File: config.mk
export PLATFORM = sky130hd
export DESIGN_NAME = bank_biu_wbuf
export DESIGN_NICKNAME = d
export VERILOG_FILES = /design/src/rtl/bank_biu_wbuf.sv
export SDC_FILE = /design/constraint.sdc
export NUM_CORES = 1
export LEC_CHECK = 0
export BUFFER_PORTS_ARGS = -buffer_cell sky130_fd_sc_hd__clkbuf_2
export CORE_UTILIZATION = 52
export CTS_CLUSTER_DIAMETER = 120
export DETAILED_ROUTE_END_ITERATION = 12
export GPL_TIMING_DRIVEN = 0
export PLACE_DENSITY = 0.84
export SLEW_MARGIN = 15
export SYNTH_ARGS = -nofsm -noshare
export SYNTH_HDL_FRONTEND = slang
export SYNTH_SLANG_ARGS = --single-unit
File: constraint.sdc
create_clock -name clk_i -period 8.2 [get_ports clk_i]
set_clock_uncertainty 0.15 [all_clocks]
set_input_delay 0.41 -clock clk_i [delete_from_list [all_inputs] [get_ports clk_i]]
set_output_delay 0.41 -clock clk_i [all_outputs]
set_load 0.005 [all_outputs]
File: src/rtl/bank_biu_wbuf.sv
// Write-data buffer between store-commit (sc) and the bank BIU W channel.
// Latency: sc accept to W valid is 1 cycle minimum (registered head, no fall-through).
// Backpressure: sc ready drops when DEPTH entries are held; W issue stalls at MAX_OUTST writes awaiting B.
//
// Ports:
//   clk_i, rst_i                       clock, asynchronous active-high reset
//   sc_wbuf_*                          entry input from sc (valid/ready, data, strb, set_way)
//   wbuf_biu_* / biu_wbuf_ready_i      head entry offered to the BIU W channel
//   biu_bvalid_i/bready_o/bid_i/bresp_i B response channel
//   wbuf_outst_o, wbuf_idle_o          writes awaiting B, idle status
//   wbuf_err_o, wbuf_err_id_o          sticky error flag and ID of the first error

// Generic synchronous FIFO: registered storage, head read straight from the array.
// Latency: a pushed word is visible at the head the cycle after the push edge.
// Backpressure: none internally; the caller must not push when full or pop when empty.
module wbuf_fifo #(
    parameter int WIDTH = 8,
    parameter int DEPTH = 4
) (
    input  logic                     clk_i,
    input  logic                     rst_i,
    input  logic                     push,
    input  logic [WIDTH-1:0]         push_dat,
    input  logic                     pop,
    output logic [WIDTH-1:0]         head_dat,
    output logic [$clog2(DEPTH):0]   count
);
    localparam int PTR_W = $clog2(DEPTH);

    logic [WIDTH-1:0] mem [DEPTH];
    logic [PTR_W-1:0] wr_ptr;
    logic [PTR_W-1:0] rd_ptr;

    // DEPTH is a power of two, so the pointers wrap naturally.
    always_ff @(posedge clk_i or posedge rst_i) begin
        if (rst_i) begin
            wr_ptr <= '0;
            rd_ptr <= '0;
            count  <= '0;
        end else begin
            if (push) wr_ptr <= wr_ptr + PTR_W'(1);
            if (pop)  rd_ptr <= rd_ptr + PTR_W'(1);
            if (push && !pop)      count <= count + 1'b1;
            else if (!push && pop) count <= count - 1'b1;
        end
    end

    // Storage needs no reset: stale words are never exposed while count is 0.
    always_ff @(posedge clk_i) begin
        if (push) mem[wr_ptr] <= push_dat;
    end

    assign head_dat = mem[rd_ptr];
endmodule

// Write buffer top: entry FIFO, outstanding-write counter and B-channel error tracking.
// Latency: 1 cycle from sc accept to W valid; B handshake updates outst/err on the next edge.
// Backpressure: sc stalls when full; W valid held low while MAX_OUTST writes await B.
module bank_biu_wbuf #(
    parameter int DATA_WIDTH = 256,
    parameter int STRB_WIDTH = DATA_WIDTH / 8,
    parameter int ID_WIDTH   = 8,
    parameter int DEPTH      = 4,
    parameter int MAX_OUTST  = 8
) (
    input  logic                  clk_i,
    input  logic                  rst_i,
    input  logic                  sc_wbuf_valid_i,
    output logic                  sc_wbuf_ready_o,
    input  logic [DATA_WIDTH-1:0] sc_wbuf_data_i,
    input  logic [STRB_WIDTH-1:0] sc_wbuf_strb_i,
    input  logic [5:0]            sc_wbuf_set_way_i,
    output logic                  wbuf_biu_valid_o,
    input  logic                  biu_wbuf_ready_i,
    output logic [DATA_WIDTH-1:0] wbuf_biu_data_o,
    output logic [STRB_WIDTH-1:0] wbuf_biu_strb_o,
    output logic [5:0]            wbuf_biu_set_way_o,
    input  logic                  biu_bvalid_i,
    output logic                  biu_bready_o,
    input  logic [ID_WIDTH-1:0]   biu_bid_i,
    input  logic [1:0]            biu_bresp_i,
    output logic [7:0]            wbuf_outst_o,
    output logic                  wbuf_idle_o,
    output logic                  wbuf_err_o,
    output logic [ID_WIDTH-1:0]   wbuf_err_id_o
);
    localparam int CNT_W = $clog2(DEPTH) + 1;
    localparam logic [CNT_W-1:0] FULL_CNT  = CNT_W'(DEPTH);
    localparam logic [7:0]       OUTST_CAP = 8'(MAX_OUTST);

    typedef struct packed {
        logic [DATA_WIDTH-1:0] data;
        logic [STRB_WIDTH-1:0] strb;
        logic [5:0]            set_way;
    } entry_t;

    entry_t           push_entry;
    entry_t           head_entry;
    logic [CNT_W-1:0] occ;
    logic [7:0]       outst;
    logic             err;
    logic [ID_WIDTH-1:0] err_id;

    logic push;
    logic pop;
    logic b_hs;
    logic err_event;

    assign sc_wbuf_ready_o  = ~rst_i & (occ != FULL_CNT);
    assign wbuf_biu_valid_o = ~rst_i & (occ != '0) & (outst < OUTST_CAP);
    assign biu_bready_o     = ~rst_i;

    assign push = sc_wbuf_valid_i & sc_wbuf_ready_o;
    assign pop  = wbuf_biu_valid_o & biu_wbuf_ready_i;
    assign b_hs = biu_bvalid_i & biu_bready_o;

    // A B with nothing outstanding is a protocol error in its own right.
    assign err_event = b_hs & ((biu_bresp_i != 2'b00) | (outst == 8'd0));

    assign push_entry = '{data: sc_wbuf_data_i, strb: sc_wbuf_strb_i, set_way: sc_wbuf_set_way_i};

    wbuf_fifo #(
        .WIDTH ($bits(entry_t)),
        .DEPTH (DEPTH)
    ) u_fifo (
        .clk_i    (clk_i),
        .rst_i    (rst_i),
        .push     (push),
        .push_dat (push_entry),
        .pop      (pop),
        .head_dat (head_entry),
        .count    (occ)
    );

    // Head fields are forced to zero while reset is held; the pointers reset to
    // slot 0 whose contents may be stale.
    assign wbuf_biu_data_o    = rst_i ? '0 : head_entry.data;
    assign wbuf_biu_strb_o    = rst_i ? '0 : head_entry.strb;
    assign wbuf_biu_set_way_o = rst_i ? '0 : head_entry.set_way;

    // outst is capped by the issue throttle and floored at zero, so it never wraps.
    always_ff @(posedge clk_i or posedge rst_i) begin
        if (rst_i) begin
            outst <= 8'd0;
        end else if (pop && !b_hs) begin
            outst <= outst + 8'd1;
        end else if (!pop && b_hs && (outst != 8'd0)) begin
            outst <= outst - 8'd1;
        end
    end

    // Sticky error; the ID is captured only for the first error event.
    always_ff @(posedge clk_i or posedge rst_i) begin
        if (rst_i) begin
            err    <= 1'b0;
            err_id <= '0;
        end else if (err_event) begin
            err <= 1'b1;
            if (!err) err_id <= biu_bid_i;
        end
    end

    assign wbuf_outst_o  = outst;
    assign wbuf_idle_o   = (occ == '0) & (outst == 8'd0);
    assign wbuf_err_o    = err;
    assign wbuf_err_id_o = err_id;
endmodule

==> results.md <==
- Main synth FF type: edfxtp_1
- Buf/Inv on CP: 4
- RSZ-0062 raised after global routing: false
- Nets@finish: 3370
- Width of the chip: 298.0 um
- FP Rows: 108
- Leading cell types in the layout, fill and taps excluded: edfxtp_1, clkbuf_2, dlygate4sd3_1
- Initial Util: 52.52%
- Total track usage: 26.21%
- I/O Buffers: 623
- Final core utilization: 66.25%
- Synth warn: 0
- Die footprint: 88800 sq um
- Min-Delay Path Class: in -> reg
- DP Area: 50780 sq um
- # fillers: 5230
- Pin count of the biggest net entering global routing: 52
- # resized after CTS: 0
- Critical Path End Type: output pin
- Grt total ovfl: 0
- Min Tclk post-route: 4.389 ns
- Final Hold Viols: 0
- WP data required: 7.64 ns
- Most common cell after layout, fill and taps aside: edfxtp_1
- R2R setup slack: 4.36 ns
- Post-synthesis cell type count: 37
- Area of the multi-input gates: 9239 sq um
- Iter 0 DRT Violations: 2389
- Post-route non-filler standard cell count: 4314
- Post-synthesis register bit count: 1200
- Vias in the first global route: 26950
- Slowest cell delay on critical path: 0.77 ns
- Post-synth EDFFs: 1176
- Post-Syn Nets: 2300
- Sequential cell area fraction in the yosys report: 78.83%
- Routed vias/inst: 5.780
- Share of cells above drive strength 1: 36.81%
- Critical Path Most Common Cell: clkbuf_1
- First-pass GRT wire length: 170500 um
- CTS root buffer: clkbuf_16
- Max-slew headroom: 30.28%
- Syn Std Cell Area: 45560 sq um
- TritonCTS clock tree: yes
- Static Leak: 19.87 nW
- Startpoint types: register
- Routed Antenna Nets: 0
- Max cap viols: 0
- Initial antenna violation count: 19
- Reg clk slew, reported paths: 0.06 ns
- Setup TNS: 0 ns
- Setup violation total in the final timing report: 0
- Peak VDD IR: 0.2798 mV
- Worst-path cell chain: clkbuf_1, clkbuf_1, buf_2, mux4_2, and2_1, clkbuf_2
- DRT Pass-1 Iters: 5
- Cells after DPL: 3781
- Maximum buffer depth of the clock tree: 3
- Final Cycle Share: 53.53%
- Post-layout instance area: 57470 sq um
- Syn-to-layout area delta: 26.15%
- RD Place Congestion: 0.8530
- Mean Syn Cell Area: 23.03 sq um
- Fmax: 227.8 MHz
- Crit Path Max Fanout: 10
- Ratio of total power to cell area: 293.8 nW/um^2
- Family with the most delay on the worst path: buffers and inverters
- Worst hold slack: 0.06499 ns
- Post-DP HPWL: 69910 um
- Core Area: 86750 sq um
- DRC viols: 0
- Outcome: finished clean
- Register Area: 35910 sq um
- Synthesized netlist cell count: 1978
- Total Wirelength: 117000 um
- # clock sinks: 1200
- Slew @ Worst Pin: 1.046 ns
- Slew Viols, Final: 0
- Post-synth ARST share: 2.000%
- Via count: 24937
- Critical path type: reg -> out
- Crit-path slowest cell: clkbuf_1
- CTS H-Tree Depth: 3
- Die height: 298.0 um
- Clk_lat worst skew: 0.68 ns
- WL per Instance: 27.12 um
- Io pins: 624
- CTS Buf Count: 115
- CP arrival: 3.83 ns
-- stage by stage --
step / setup WS, ns / power, mW
6_report: 3.811 / 16.89
5_1_grt: 3.560 / 17.45
4_1_cts: 3.609 / 16.84
3_5_place_dp: 4.406 / 11.63
3_3_place_gp: 0.5078 / 11.54
2_1_floorplan: 3.202 / 10.22
-- final timing paths --
| path | startpoint | end | cells after the start |
|---|---|---|---|
| worst max-delay path | u_fifo.rd_ptr[0] | wbuf_biu_data_o[156] | 6 |
| worst min-delay path | biu_wbuf_ready_i | u_fifo.rd_ptr[0] | 4 |
| worst max register to register | wbuf_outst_o[5] | wbuf_outst_o[5] | 9 |
| worst min register to register | wbuf_err_id_o[0] | wbuf_err_id_o[0] | 1 |
| max in group asynchronous | rst_i | wbuf_err_id_o[1] | 4 |
| min in group asynchronous | rst_i | u_fifo.rd_ptr[1] | 4 |
-- synth_stat cells (2+ instances only) --
cell type,instances,area (sq um)
xor2_1,7,61.31
edfxtp_1,1176,35310
dfrtp_1,24,600.6
xnor2_1,6,52.55
o21ai_0,2,10.01
a21oi_1,6,30.03
nor2_1,3,11.26
and2_1,294,1839
buf_1,17,63.81
mux4_2,294,6621
o31ai_1,2,15.01
nand2_1,8,30.03
clkbuf_1,53,198.9
ha_1,11,137.6
or3_1,3,18.77
inv_1,5,18.77
mux2_2,15,168.9
and3_1,5,31.28
buf_2,28,140.1
fa_1,2,40.04
-- kinds of logic after synthesis --
kind of cell	count (synthesis)	share of synthesized area, %
adders and majority gates	13	0.3900
muxes	310	14.93
xor gates and xnor gates	13	0.2499
and+or+nand+nor	322	4.394
buffers and inverters	104	0.9337
DFF	1200	78.83
AOI/OAI and AO/OA	16	0.2747
-- per-layer routing --
metal	GRT usage [%]	part of all wire [%]	vias up
met5	0	0.037	-
met4	13.89	5.8	6
met3	5.754	7.4	368
met2	46.46	53	1452
met1	29.59	34	12819
li1	-	-	10292
-- worst register-to-register path: cells and delay by family (launching register included) --
kind | cells | cell delay, ns
fa+ha+maj | 1 | 0.39
mux | 1 | 0.29
flops | 1 | 0.45
compound gates | 3 | 0.66
xor+xnor | 1 | 0.16
simple gates | 3 | 1.61
-- where the power goes --
part           total [mW]  switching (mW)  internal (mW)  leakage, nW
sequential           7.66           0.216           7.44         11.0
combinational        4.11            2.12           1.99         7.15
clock                5.12            2.26           2.87         1.76
total                16.9            4.59           12.3         19.9
-- flip-flops by register name, summed over array words and instances, names as in the netlist --
signal,cells
u_fifo.count,3
u_fifo.mem,1176
u_fifo.rd_ptr,2
u_fifo.wr_ptr,2
wbuf_err_id_o,8
wbuf_err_o,1
wbuf_outst_o,8
-- cell type report --
class	count	area share (%)
Multi-Input combinational cell	674	16.08
Buffer	98	0.7054
Timing Repair Buffer	953	11.84
Antenna cell	16	0.06967
Clock inverter	70	1.062
Inverter	6	0.03919
Tap cell	1155	2.514
Clock buffer	142	5.201
Sequential cell	1200	62.49
-- timing repair --
action,CTS,global route
hold endpoints to repair,1187,0
hold buffers,305,0
buffers inserted,0,0
Note: power is estimated with default switching activity, not from simulation.
